==> src/rtl/fetch_sequencer.sv <==
// Multi-cycle instruction-fetch controller: issues imem reads, waits MEM_LATENCY, hands words to decode.
// Optional PERF_COUNTER_EN adds fetch_count/stall_count outputs.
module fetch_sequencer #(
    parameter int                ADDR_W      = 32,
    parameter logic [ADDR_W-1:0] RESET_PC    = '0,
    parameter int                MEM_LATENCY = 1
) (
    input  logic              clk,
    input  logic              rst,
    output logic              imem_en,
    output logic [ADDR_W-1:0] imem_addr,
    input  logic [31:0]       imem_data,
    output logic [31:0]       instr,
    output logic [ADDR_W-1:0] instr_pc,
    output logic              instr_valid,
    input  logic              instr_ready,
    input  logic              redirect,
    input  logic [ADDR_W-1:0] redirect_pc,
    input  logic              halt,
    output logic              halted,
`ifdef PERF_COUNTER_EN
    output logic [31:0]       fetch_count,
    output logic [31:0]       stall_count,
`endif
    output logic [ADDR_W-1:0] pc_out
);

    typedef enum logic [2:0] {
        S_IDLE,
        S_ISSUE,
        S_WAIT,
        S_HOLD,
        S_HALTED
    } state_t;

    state_t            r_state;
    logic [ADDR_W-1:0] r_pc;
    logic [2:0]        r_lat_cnt;
    logic [31:0]       r_instr;
    logic [ADDR_W-1:0] r_instr_pc;
    logic              r_instr_valid;
    logic              r_halted;

    logic [ADDR_W-1:0] w_redirect_pc;
    logic [ADDR_W-1:0] w_pc_inc;
    logic              w_handshake;
    logic              w_redirect_ok;

    assign w_redirect_pc = redirect_pc & ~ADDR_W'(3);
    assign w_pc_inc      = r_pc + ADDR_W'(4);
    assign w_handshake   = r_instr_valid & instr_ready;
    // HALTED is sticky: only reset leaves it, so redirect is masked there.
    assign w_redirect_ok = redirect & (r_state != S_HALTED);

    always_ff @(posedge clk) begin
        if (rst) begin
            r_state       <= S_IDLE;
            r_pc          <= RESET_PC;
            r_lat_cnt     <= 3'd0;
            r_instr       <= 32'd0;
            r_instr_pc    <= '0;
            r_instr_valid <= 1'b0;
            r_halted      <= 1'b0;
        end else if (w_redirect_ok) begin
            // Any in-flight read is dropped; a held word counts as consumed.
            r_pc          <= w_redirect_pc;
            r_lat_cnt     <= 3'd0;
            r_instr_valid <= 1'b0;
            r_state       <= S_ISSUE;
        end else begin
            case (r_state)
                S_IDLE: begin
                    if (halt) begin
                        r_state  <= S_HALTED;
                        r_halted <= 1'b1;
                    end else begin
                        r_state <= S_ISSUE;
                    end
                end
                S_ISSUE: begin
                    r_lat_cnt <= 3'(MEM_LATENCY);
                    r_state   <= S_WAIT;
                end
                S_WAIT: begin
                    r_lat_cnt <= r_lat_cnt - 3'd1;
                    if (r_lat_cnt == 3'd1) begin
                        r_instr       <= imem_data;
                        r_instr_pc    <= r_pc;
                        r_pc          <= w_pc_inc;
                        r_instr_valid <= 1'b1;
                        r_state       <= S_HOLD;
                    end
                end
                S_HOLD: begin
                    if (w_handshake) begin
                        r_instr_valid <= 1'b0;
                        if (halt) begin
                            r_state  <= S_HALTED;
                            r_halted <= 1'b1;
                        end else begin
                            r_state <= S_ISSUE;
                        end
                    end
                end
                S_HALTED: begin
                    r_instr_valid <= 1'b0;
                end
                default: begin
                    r_state <= S_IDLE;
                end
            endcase
        end
    end

`ifdef PERF_COUNTER_EN
    logic [31:0] r_fetch_count;
    logic [31:0] r_stall_count;

    always_ff @(posedge clk) begin
        if (rst) begin
            r_fetch_count <= 32'd0;
            r_stall_count <= 32'd0;
        end else if (r_state == S_HOLD) begin
            if (w_handshake) begin
                r_fetch_count <= r_fetch_count + 32'd1;
            end
            if (!instr_ready) begin
                r_stall_count <= r_stall_count + 32'd1;
            end
        end
    end

    assign fetch_count = r_fetch_count;
    assign stall_count = r_stall_count;
`endif

    assign imem_en     = (r_state == S_ISSUE) & ~rst;
    assign imem_addr   = r_pc;
    assign pc_out      = r_pc;
    assign instr       = r_instr;
    assign instr_pc    = r_instr_pc;
    assign instr_valid = r_instr_valid;
    assign halted      = r_halted;

endmodule

==> config.mk <==
export PLATFORM = sky130hd
export DESIGN_NAME = fetch_sequencer
export DESIGN_NICKNAME = d
export VERILOG_FILES = /design/src/rtl/fetch_sequencer.sv
export SDC_FILE = /design/constraint.sdc
export NUM_CORES = 1
export LEC_CHECK = 0
export BUFFER_PORTS_ARGS = -buffer_cell sky130_fd_sc_hd__buf_2
export CORE_ASPECT_RATIO = 0.75
export CORE_MARGIN = 2
export CORE_UTILIZATION = 43
export DETAILED_ROUTE_END_ITERATION = 16
export HOLD_SLACK_MARGIN = 0.05
export PLACE_DENSITY = 0.83
export SYNTH_ARGS = -nofsm -noshare
export SYNTH_HDL_FRONTEND = slang
export SYNTH_SLANG_ARGS = --single-unit
==> constraint.sdc <==
create_clock -name clk -period 1.8 [get_ports clk]
set_input_delay 0.18 -clock clk [delete_from_list [all_inputs] [get_ports clk]]
set_output_delay 0.18 -clock clk [all_outputs]
set_load 0.05 [all_outputs]
== Yosys cells after proc, flatten, opt, wreduce, memory -nomap -nowiden ==
Index checks and enable logic that the tools add are counted.

* Shift-type cells: 0
* $mul: 0
* Muxes and demuxes: 15
* Add/subtract/negate cells: 2
* Div/mod/pow operators: 0
* Equality and inequality tests: 11
* Reductions and logical operators: 14
* Bitwise gates (word level): 6
* Order comparisons: 0

{| class="wikitable"
|+ Operators with widths
! cell !! count
|-
| 32-bit 2-to-1 mux || 3
|-
| 32-bit by 3-bit adder with 32-bit output (second input constant) || 1
|-
| 3-bit case mux with 5 select lines || 1
|-
| 3-bit AND reduction || 5
|-
| 3-bit 2-to-1 mux || 3
|-
| 3-bit inequality test (second input constant) || 3
|-
| 2-bit nonzero test || 4
|-
| 3-bit by 1-bit == test with 1-bit output (second input constant) || 2
|-
| 3-bit by 2-bit == test with 1-bit output (second input constant) || 2
|-
| 2-bit inequality test (second input constant) || 3
|-
| 3-bit case mux with 2 select lines || 1
|-
| 1-bit 2-to-1 mux || 5
|-
| 2-bit AND reduction || 2
|-
| 1-bit AND || 3
|-
| 3-bit == test (second input constant) || 1
|-
| 3-bit zero test || 1
|-
| 1-bit inverter || 3
|-
| 1-bit case mux with 3 select lines || 1
|-
| 3-bit nonzero test || 1
|-
| 3-bit by 1-bit subtractor with 3-bit output (second input constant) || 1
|-
| 1-bit case mux with 2 select lines || 1
|-
| 2-bit OR reduction || 1
|}

* Word-level logic and storage cells: 57
* RAM bits: 0
* Latch bits: 0
* ROM bits: 0
* Memories kept: 0
* Output and inout bits: 131
* Bits in registers: 104
* Bits of input ports: 69

== Logic depth before layout (Yosys ltp) ==
* Depth in word-level cells: 4
* Gate-level depth with buffers: 9
* Mapped depth without buffers: 7

== Worst setup path after synthesis ==
OpenSTA, ideal clock, no wires.

* Kind: register -> register
* Start point: register r_pc[4] (netlist: imem_addr[4])
* End point: register r_pc[27] (netlist: imem_addr[27])
* Buffers on the path: 1
* Data arrival time: 2.287 ns
* Data required time: 1.709 ns
* Setup time: 0.091 ns
* Setup slack: -0.578 ns
* Stages on the path, launching flop included: 7
* Clock period less this slack: 2.378 ns
* Cells stage by stage: dfxtp_1 > and4_1 > buf_4 > nand4_4 > or4_4 > or3_1 > a311oi_1

* Word-level cells in the longest chain between the ends: 4

{| class="wikitable"
|+ Ends and longest elaborated chain
! element !! RTL line !! RTL
|-
| from (decl) || 37 || <nowiki>logic [ADDR_W-1:0] r_pc;</nowiki>
|-
| from (signal assigned) || 66 || <nowiki>r_pc <= w_redirect_pc;</nowiki>
|-
| from (signal assigned) || 89 || <nowiki>r_pc <= w_pc_inc;</nowiki>
|-
| 32-bit by 3-bit adder with 32-bit output || 50 || <nowiki>assign w_pc_inc = r_pc + ADDR_W'(4);</nowiki>
|-
| 32-bit 2-to-1 mux || 86 || <nowiki>if (r_lat_cnt == 3'd1) begin</nowiki>
|-
| 32-bit 2-to-1 mux || 71 || <nowiki>case (r_state)</nowiki>
|-
| 32-bit 2-to-1 mux || 64 || <nowiki>end else if (w_redirect_ok) begin</nowiki>
|}

No other way between the ends. The select of a mux whose other input is x is not followed.
A chain may end at the register's enable or synchronous reset.

== Worst setup path after layout ==
* Start point: register r_lat_cnt[1]
* End point: register r_pc[27] (netlist: imem_addr[27])

* Word-level cells in the longest chain between the ends: 3

{| class="wikitable"
|+ Ends and longest elaborated chain
! element !! RTL line !! RTL
|-
| from (decl) || 38 || <nowiki>logic [2:0] r_lat_cnt;</nowiki>
|-
| from (signal assigned) || 81 || <nowiki>r_lat_cnt <= 3'(MEM_LATENCY);</nowiki>
|-
| from (signal assigned) || 85 || <nowiki>r_lat_cnt <= r_lat_cnt - 3'd1;</nowiki>
|-
| 3-bit by 1-bit == test with 1-bit output || 86 ||
|-
| 2-bit nonzero test (no source line) || -- ||
|-
| 2-bit AND reduction (no source line) || -- ||
|}

No other way between the ends.

==> results_dict.tcl <==
set metrics [dict create \
    synth_seq_cells 100 \
    grt_pass1_wl_um 21700 \
    clk_path_buf_depth 2 \
    utilization_pct 63.7 \
    grt_remaining_overflow 0 \
    fin_skew_ns 0.00868 \
    ios 200 \
    yosys.area.top_type "dfxtp_1" \
    drtIter0Drc 433 \
    fin_cells 926 \
    crit_required_ns 2.01 \
    clk_latency_ns 0.34 \
    htree_levels 3 \
    path_class "reg -> reg" \
    drt-total-wl_um 15000 \
    synth-compound-area-share_pct 18.7 \
    n_antenna_cell 0 \
    clock-sinks 100 \
    hp-class "in -> reg" \
    endpoint_kind "register" \
    cts-root-buf "clkbuf_16" \
    drive_gt1_share_pct 42.4 \
    synth_mux_area_share_pct 0 \
    syn_area_um2 4560 \
    pwr_density_cell_nw_per_um2 806 \
    slowest_stage "or4_4" \
    maxCapViolations 0 \
    finalSetupViolCount 2 \
    grt_pass1_vias 4378 \
    finalPower_w 0.00528 \
    synth-simple-area-share_pct 23.3 \
    synth_edf_count 0 \
    fin_crit_ns 1.87 \
    max_freq_mhz 536 \
    cts_tree "done" \
    initial_core_util_pct 44.3 \
    dieHeight_um 93.1 \
    cts_buffers 9 \
    final_nets 857 \
    worst_ir_drop_vdd_mv 0.482 \
    synth_cell_types 43 \
    area_delta_synth_final_pct 43.9 \
    worst-path-max-fanout 2 \
    min_period_over_period_pct 104 \
    dp_hpwl_um 9690 \
    status "complete, but fails checks" \
    rows 32 \
    antenna_found_initial 0 \
    synth_cells 587 \
    cp_cell_sequence "inv_2, ha_4, and3b_2, nand2_2, or4_4, buf_4, o21ai_0, a311oi_2" \
    io_buffers 191 \
    syn_area_per_cell_um2 7.76 \
    violations "setup timing" \
    n_fill_cell 865 \
    vias 4906 \
    ys_seq_area_share_pct 43.9 \
    grt_max_degree 62 \
    dieArea_um2 11400 \
    synth_top_family_by_area "simple AND/OR/NAND/NOR gates" \
    synthTopCellsByArea "dfxtp_1 44%, nand2_1 12%, a21oi_1 8.9%" \
    synth_top_area_share_pct 43.9 \
    grtUsageTotal_pct 24.2 \
    via_per_inst 5.30 \
    wl_per_cell_um 16.2 \
    clkTransAtPathRegs_ns 0.07 \
    dp_slack_ns -0.235 \
    drc 0 \
    dp.cells 900 \
    cp_data_arrival_time_ns 2.08 \
    crit_buf_inv 2 \
    final_hold_viol_count 0 \
    first_pass_iters 5 \
    cpPeakStageDelay_ns 0.43 \
    synth_xor_xnor_area_share_pct 3.27 \
    p_leak_nw 2.81 \
    maxSlewViolCount 0 \
    ys_warn_count 0 \
    async_flop_share_pct 0 \
    setup_ws_ns -0.0666 \
    ant_nets 0 \
    synthFlopType "dfxtp_1" \
    fp.coreArea_um2 10300 \
    gp_congestion 0.858 \
    critPathTopFamily "simple AND/OR/NAND/NOR gates" \
    die_w_um 123 \
    synth-adder-area-share_pct 0.824 \
    critPathLaunchType "register" \
    rsz0062_at_grt "yes" \
]
path summary, 6_finish.rpt:
check                                      to          from  depth (start not counted)  slack (ns)
worst max register to register  imem_addr[27]  r_lat_cnt[1]                          8       -0.07
worst max-delay path            imem_addr[27]  r_lat_cnt[1]                          8       -0.07
worst min register to register   instr_pc[13]  instr_pc[13]                          2        0.45
worst min-delay path                 instr[1]  imem_data[1]                          3        0.07
state kept, by name, summed over array words and instances, names as in the netlist:
signal / cells
instr: 32
halted: 1
instr_pc: 30
r_lat_cnt: 3
r_state: 3
instr_valid: 1
imem_addr: 30
repair_timing:
item                                    CTS  global route
pin swaps                                 3            29
setup buffers                             2             5
hold buffers                              0             0
endpoints found under the setup margin    5            91
gates cloned                              0             6
gates resized for setup                  13            45
worst reg2reg max path: stages (launching register included):
cell and delay, ns:
dfxtp_2 0.33, inv_2 0.07, ha_4 0.12, and3b_2 0.20
nand2_2 0.08, or4_4 0.43, buf_4 0.16, o21ai_0 0.22
a311oi_2 0.14
per-layer routing:
metal / track usage, % / vias up / part of all wire (%)
met1: 31.7 / 2293 / 45
met3: 7.01 / 26 / 7.6
met4: 7.09 / 0 / 1.8
met2: 38.6 / 220 / 45
li1: - / 2367 / -
met5: 0 / - / 0
Yosys cell counts, types with 4 or more instances:
cell type	number
nor2_1	29
a21oi_1	81
nand2_1	148
and4_1	4
o21ai_0	14
nand4_1	10
o21a_1	4
xnor2_1	11
clkbuf_1	38
inv_1	6
nor3_1	11
and2_1	4
buf_4	37
o31a_1	5
a211oi_1	17
nand3_1	11
a22oi_1	10
xor2_1	6
dfxtp_1	100
nor4_1	8
cell families (layout without fill, tap and decap cells):
group	after synthesis	in the layout
AOI/OAI and AO/OA	144	144
DFF	100	100
and+or+nand+nor	239	239
other	1	6
adders and majority gates	3	3
buffers and inverters	83	281
xor gates and xnor gates	17	17
where the power goes:
group	internal (W)	leakage, nW	switching [W]	total, W
clock network	0.00112	0.147	0.000847	0.00196
logic	0.000303	1.84	0.000702	0.00101
registers	0.00227	0.825	0.0000477	0.00232
total	0.00369	2.81	0.00160	0.00528
metrics by stage:
step / setup TNS [ns] / instance area [um2] / hold slack, ns
3_3_place_gp: -0.183 / 5860 / 0.421
2_1_floorplan: -0.259 / 4660 / 0.316
3_5_place_dp: -0.334 / 5860 / 0.427
6_report: -0.0939 / 6560 / 0.0715
4_1_cts: -0.0741 / 6200 / 0.0603
5_1_grt: -0.646 / 6560 / 0.0613
placed cells by master, fill, tap and decap left out, drive strengths merged, types with 2 or more instances in the layout:
cell,n
nor3,11
a31oi,2
inv,6
and4,4
nor4,8
clkinv,3
a211oi,17
a21oi,81
and3,2
buf,255
a22oi,10
nand2b,2
dfxtp,100
nand3,11
and2,4
o21ai,14
nand2,148
xor2,6
clkbuf,16
o22ai,3
xnor2,11
a311oi,2
conb,6
nor2,29
o31a,5
o21a,4
nand4,11
ha,3
or3,3
final cells by class:
type                            instances  area [um2]  share of cell area [%]
Clock buffer                           12         246                    3.76
Timing Repair Buffer                  259        1670                    25.4
Clock inverter                          4        48.8                   0.744
Inverter                                6        22.5                   0.344
Sequential cell                       100        2070                    31.5
Tap cell                              136         170                    2.60
Multi-Input combinational cell        409        2330                    35.6
Power figures use the tool's default switching activity.
